--- src/rtl/peak_meter_sched.sv ---
// peak_meter_sched: four-channel peak-hold meter sharing one compare/decrement
// datapath. Channels are granted round-robin; a TICK-driven timebase schedules
// a decay pass that walks channels 0..3 and lowers each non-zero peak by one.
// Optional sticky clip flags are built only when PEAK_METER_CLIP_EN is defined.

// Per-channel peak register: load from a winning sample or decrement on decay.
module peak_meter_lane #(
  parameter int DW = 12
) (
  input  logic          CLK,
  input  logic          RESET,
  input  logic          wr_en,
  input  logic          dec_en,
  input  logic [DW-1:0] wr_dat,
  output logic [DW-1:0] peak
);
  // Sample write has priority; decay saturates at zero.
  always_ff @(posedge CLK) begin
    if (RESET)                      peak <= '0;
    else if (wr_en)                 peak <= wr_dat;
    else if (dec_en && peak != '0)  peak <= peak - 1'b1;
  end
endmodule

module peak_meter_sched #(
  parameter int            DW        = 12,
  parameter int            DECAY_DIV = 8,
  parameter logic [DW-1:0] CLIP_LVL  = 12'hFF0
) (
  input  logic            CLK,
  input  logic            RESET,
  input  logic            TICK,
  input  logic [3:0]      CH_REQ,
  input  logic [4*DW-1:0] CH_DAT,
  output logic [3:0]      CH_ACK,
  output logic [4*DW-1:0] MPEAK,
  output logic            UPD_STB,
  output logic [1:0]      UPD_CH,
  output logic            BUSY,
  output logic [3:0]      CLIP,
  input  logic [3:0]      CLIP_CLR
);
  typedef enum logic [1:0] {IDLE, GRANT, UPDATE, DECAY} state_t;

  localparam logic [7:0] DIV_LAST = 8'(DECAY_DIV - 1);

  state_t              state, nxt;
  logic [1:0]          rr_ptr, gnt_ch, win, rr_idx, dch;
  logic                found;
  logic [DW-1:0]       cap;
  logic [3:0][DW-1:0]  dat_a, pk_a;
  logic                tick_q, tick_ev, wrap, pend;
  logic [7:0]          dcnt;

  assign dat_a   = CH_DAT;
  assign MPEAK   = pk_a;
  assign tick_ev = TICK & ~tick_q;
  assign wrap    = tick_ev && (dcnt == DIV_LAST);

  // State register.
  always_ff @(posedge CLK) begin
    if (RESET) state <= IDLE;
    else       state <= nxt;
  end

  // Next state: a pending decay pass outranks channel requests.
  always_comb begin
    nxt = state;
    case (state)
      IDLE:    if (pend) nxt = DECAY;
               else if (|CH_REQ) nxt = GRANT;
      GRANT:   nxt = UPDATE;
      UPDATE:  nxt = IDLE;
      DECAY:   if (dch == 2'd3) nxt = IDLE;
      default: nxt = IDLE;
    endcase
  end

  // Outputs decoded from state; the strobe fires only on a strictly larger sample.
  always_comb begin
    CH_ACK  = '0;
    if (state == GRANT) CH_ACK[gnt_ch] = 1'b1;
    BUSY    = (state != IDLE);
    UPD_STB = (state == UPDATE) && (cap > pk_a[gnt_ch]);
    UPD_CH  = gnt_ch;
  end

  // Round-robin search starting one past the last granted channel.
  always_comb begin
    win    = rr_ptr;
    rr_idx = rr_ptr;
    found  = 1'b0;
    for (int i = 0; i < 4; i++) begin
      rr_idx = rr_ptr + 2'(i);
      if (!found && CH_REQ[rr_idx]) begin
        win   = rr_idx;
        found = 1'b1;
      end
    end
  end

  // Grant bookkeeping, sample capture and decay channel walk.
  always_ff @(posedge CLK) begin
    if (RESET) begin
      gnt_ch <= '0;
      rr_ptr <= '0;
      cap    <= '0;
      dch    <= '0;
    end else begin
      if (state == IDLE && nxt == GRANT) gnt_ch <= win;
      if (state == GRANT) begin
        cap    <= dat_a[gnt_ch];
        rr_ptr <= gnt_ch + 2'd1;
      end
      dch <= (state == DECAY) ? dch + 2'd1 : 2'd0;
    end
  end

  // Decay timebase: count TICK rising edges, hold at most one pending pass.
  always_ff @(posedge CLK) begin
    if (RESET) begin
      tick_q <= 1'b0;
      dcnt   <= '0;
      pend   <= 1'b0;
    end else begin
      tick_q <= TICK;
      if (tick_ev) dcnt <= wrap ? 8'd0 : dcnt + 8'd1;
      if (state == DECAY && dch == 2'd3) pend <= 1'b0;
      else if (wrap)                     pend <= 1'b1;
    end
  end

  for (genvar n = 0; n < 4; n++) begin : g_lane
    peak_meter_lane #(.DW(DW)) u_lane (
      .CLK    (CLK),
      .RESET  (RESET),
      .wr_en  (UPD_STB && gnt_ch == 2'(n)),
      .dec_en (state == DECAY && dch == 2'(n)),
      .wr_dat (cap),
      .peak   (pk_a[n])
    );
  end

`ifdef PEAK_METER_CLIP_EN
  logic [3:0] clip_q, clip_set;
  assign clip_set = (state == UPDATE && cap >= CLIP_LVL) ? (4'b0001 << gnt_ch) : 4'b0000;
  assign CLIP     = clip_q;
  // Sticky clip flags; a same-cycle set beats the clear.
  always_ff @(posedge CLK) begin
    if (RESET) clip_q <= '0;
    else       clip_q <= (clip_q & ~CLIP_CLR) | clip_set;
  end
`else
  logic unused_clip;
  assign CLIP        = '0;
  assign unused_clip = ^{CLIP_CLR, CLIP_LVL};
`endif

endmodule

--- config.mk ---
export PLATFORM = sky130hd
export DESIGN_NAME = peak_meter_sched
export DESIGN_NICKNAME = d
export VERILOG_FILES = /design/src/rtl/peak_meter_sched.sv
export SDC_FILE = /design/constraint.sdc
export NUM_CORES = 1
export LEC_CHECK = 0
export CAP_MARGIN = 5
export CORE_MARGIN = 3
export CORE_UTILIZATION = 51
export CTS_CLUSTER_SIZE = 14
export DETAILED_ROUTE_END_ITERATION = 8
export PLACE_DENSITY = 0.8
export SLEW_MARGIN = 20
export SYNTH_ARGS = -nofsm -noshare
export SYNTH_HDL_FRONTEND = slang
export SYNTH_SLANG_ARGS = --single-unit
--- constraint.sdc ---
create_clock -name CLK -period 4.88 [get_ports CLK]
set_clock_uncertainty 0.15 [all_clocks]
set_input_delay 0.976 -clock CLK [delete_from_list [all_inputs] [get_ports CLK]]
set_output_delay 0.976 -clock CLK [all_outputs]
set_load 0.005 [all_outputs]
==> results.sh <==
export IMPL_syn_avg_cell_area_sq_um=8.48
export IMPL_io_pins=119
export IMPL_tns_ns=0
export IMPL_clkTransAtPathRegs_ns=0.09
export IMPL_p_total_mw=2.07
export IMPL_globalplace_congestion=0.949
export IMPL_synth_xor_area_share_pct=2.55
export IMPL_dpl_hpwl_um=12100
export IMPL_groute_usage_overall_pct=29.5
export IMPL_ant_nets=0
export IMPL_period_share_pct=92.0
export IMPL_yosysTopAreaCell="dfxtp_1"
export IMPL_slew_viol_final=0
export IMPL_timing_rr_end="g_lane[0].u_lane.peak[11]$_SDFFE_PP0P_"
export IMPL_cts_tree="done"
export IMPL_cts_root_buffer="clkbuf_8"
export IMPL_crit_arrival_ns=3.37
export IMPL_via_per_inst=6.29
export IMPL_grt_pass1_wl_um=26400
export IMPL_ys_ff_latch=78
export IMPL_post_drt_wl_per_cell_um=19.3
export IMPL_antenna_found_initial=0
export IMPL_synth_edf_count=0
export IMPL_synth_area_sq_um=5160
export IMPL_peakVddDrop_mv=0.178
export IMPL_whs_ns=0.363
export IMPL_ys_top_cells_by_count="dfxtp_1, nand2_1, nor2_1, a21oi_1, inv_1"
export IMPL_firstDrtPassIters=4
export IMPL_ys_seq_area_share_pct=30.3
export IMPL_power_leakage_nw=2.32
export IMPL_min_path_type="reg -> reg"
export IMPL_r2r_start="UPD_CH[1]$_SDFFE_PP0P_"
export IMPL_rows=36
export IMPL_initial_core_util_pct=52.5
export IMPL_htreeDepth=3
export IMPL_maxCapViolCount=0
export IMPL_num_vias=5331
export IMPL_grt_pass1_vias=5184
export IMPL_power_per_cell_area_nw_per_um2=319
export IMPL_finalWirelength_um=16400
export IMPL_outcome="completed"
export IMPL_nNetsFinal=793
export IMPL_clock_latency_ns=0.37
export IMPL_ys_warn_count=0
export IMPL_synth_cells=608
export IMPL_synth_top_area_share_pct=30.3
export IMPL_finalSetupViolations=0
export IMPL_utilization_pct=66.2
export IMPL_port_buffers=110
export IMPL_yosys_area_share_adder_pct=6.06
export IMPL_cts_buffers=9
export IMPL_synth_compound_area_share_pct=18.7
export IMPL_worstSetupStartpointType="flop"
export IMPL_synth_top_family_by_area="simple AND/OR/NAND/NOR gates"
export IMPL_grt_overflow_total=0
export IMPL_syn_to_final_growth_pct=26.0
export IMPL_holdPathEnd="dcnt[1]$_SDFFE_PP0P_"
export IMPL_synth_async_reset_ratio_pct=0
export IMPL_core_area_sq_um=9820
export IMPL_r2r_cells=10
export IMPL_die_w_um=107
export IMPL_maxSlewHeadroom_pct=33.7
export IMPL_cts_sinks=78
export IMPL_final_hold_violation_count=0
export IMPL_finalCriticalPeriod_ns=4.49
export IMPL_critPathKind="reg -> out"
export IMPL_cts_path_max_buffers=2
export IMPL_crit_fanout=9
export IMPL_dieArea_sq_um=11400
export IMPL_grt_setup_unrepaired="false"
export IMPL_yosys_area_share_simple_pct=25.0
export IMPL_min_from="dcnt[1]$_SDFFE_PP0P_"
export IMPL_grt_max_degree=50
export IMPL_r2r_slack_ns=1.36
export IMPL_yosysMostFrequentCell="dfxtp_1"
export IMPL_worstMarginPinSlew_ns=0.995
export IMPL_synthMuxAreaShare_pct=11.8
export IMPL_fmax_mhz=223
export IMPL_antenna_cells=0
export IMPL_fp_dieH_um=107
export IMPL_hold_path_depth=2
export IMPL_finalInstanceArea_sq_um=6500
export IMPL_crit_path_end_kind="output pin"
export IMPL_place_area_sq_um=6300
export IMPL_drc=0
export IMPL_required_ns=3.75
export IMPL_ys_types=71
export IMPL_synthTopCellsByArea="dfxtp_1, mux4_2, ha_1"
export IMPL_synthFlopType="dfxtp_1"
export IMPL_drive_above_1_share_pct=10.2
export IMPL_drtIter0Drc=470
-- final cells by class --
class	count	area, sq um
clock buffer	9	124
clock inverter	7	56.3
timing repair buffer	119	1160
sequential	78	1560
tap	133	166
multi-input combinational	472	3320
fill	842	3320
inverter	29	109
-- cells by family (layout without fill, tap and decap cells) --
logic type                 Yosys count  in the layout
AOI/OAI and AO/OA                  148            148
xor gates and xnor gates            15             15
buffers and inverters               61            164
other                                1              4
muxes                               30             30
and+or+nand+nor                    250            250
DFF                                 78             78
adders and majority gates           25             25
-- routing by layer --
metal	global-route usage (%)	vias to the layer above	part of all wire [%]
met2	47.7	307	47
met1	38.7	2533	40
met4	13.9	0	3.5
met5	0	-	0
met3	4.52	52	9.9
li1	-	2439	-
-- state kept, by name, summed over array words and instances, names as in the netlist --
name / count
tick_q: 1
rr_ptr: 2
dch: 2
cap: 12
UPD_CH: 2
state: 2
dcnt: 8
pend: 1
g_lane.u_lane.peak: 48
-- power breakdown --
group / switching, mW / internal, mW
logic: 0.399 / 0.400
clock network: 0.276 / 0.191
registers: 0.117 / 0.688
-- what timing repair did --
item / CTS / global route
hold buffers: 0 / 0
setup buffers: 0 / 2
endpoints found under the setup margin: 0 / 1
resized for setup: 0 / 1
endpoints found under the hold margin: 0 / 0
-- worst max-delay path, stage by stage, from the launching register on --
cell             delay [ns]
dfxtp_1                0.60
mux4_2                 0.55
inv_1                  0.07
ha_1                   0.24
nand4_1                0.16
o311a_1                0.22
and2_1                 0.37
and2_1                 0.26
clkdlybuf4s50_1        0.52
-- cells in the final DEF, fill, tap and decap left out, drive strengths merged, types with 5 or more instances in the layout --
cell / n
a211oi: 10
mux4: 24
nor3: 21
ha: 25
or4: 8
and2: 6
nand2: 65
nor4: 7
nor2b: 6
a311oi: 5
buf: 10
xnor2: 9
a31oi: 14
clkbuf: 9
inv: 32
clkdlybuf4s50: 109
o21ai: 22
o211ai: 6
nand3: 26
dfxtp: 78
and3: 10
nand3b: 6
or3: 10
nor2: 65
xor2: 6
a21oi: 61
nand4: 6
a22oi: 6
-- per-stage QoR --
stage	setup slack (ns)	std cells
floorplan	0.773	611
global placement	0.637	829
detailed placement	0.573	829
CTS	0.152	845
global route	0.178	847
finish	0.388	847
-- worst max path at each step --
| stage | startpoint | to | slack [ns] | depth (start not counted) |
|---|---|---|---|---|
| 2_1_floorplan | UPD_CH[0]$_SDFFE_PP0P_ | UPD_STB | 0.77 | 9 |
| 3_3_place_gp | UPD_CH[0]$_SDFFE_PP0P_ | UPD_STB | 0.64 | 8 |
| 3_5_place_dp | UPD_CH[0]$_SDFFE_PP0P_ | UPD_STB | 0.57 | 8 |
| 4_1_cts | UPD_CH[0]$_SDFFE_PP0P_ | UPD_STB | 0.15 | 8 |
| 5_1_grt | UPD_CH[1]$_SDFFE_PP0P_ | UPD_STB | 0.18 | 8 |
| 6_report | UPD_CH[1]$_SDFFE_PP0P_ | UPD_STB | 0.39 | 8 |
Note: power is estimated with default switching activity, not from simulation.
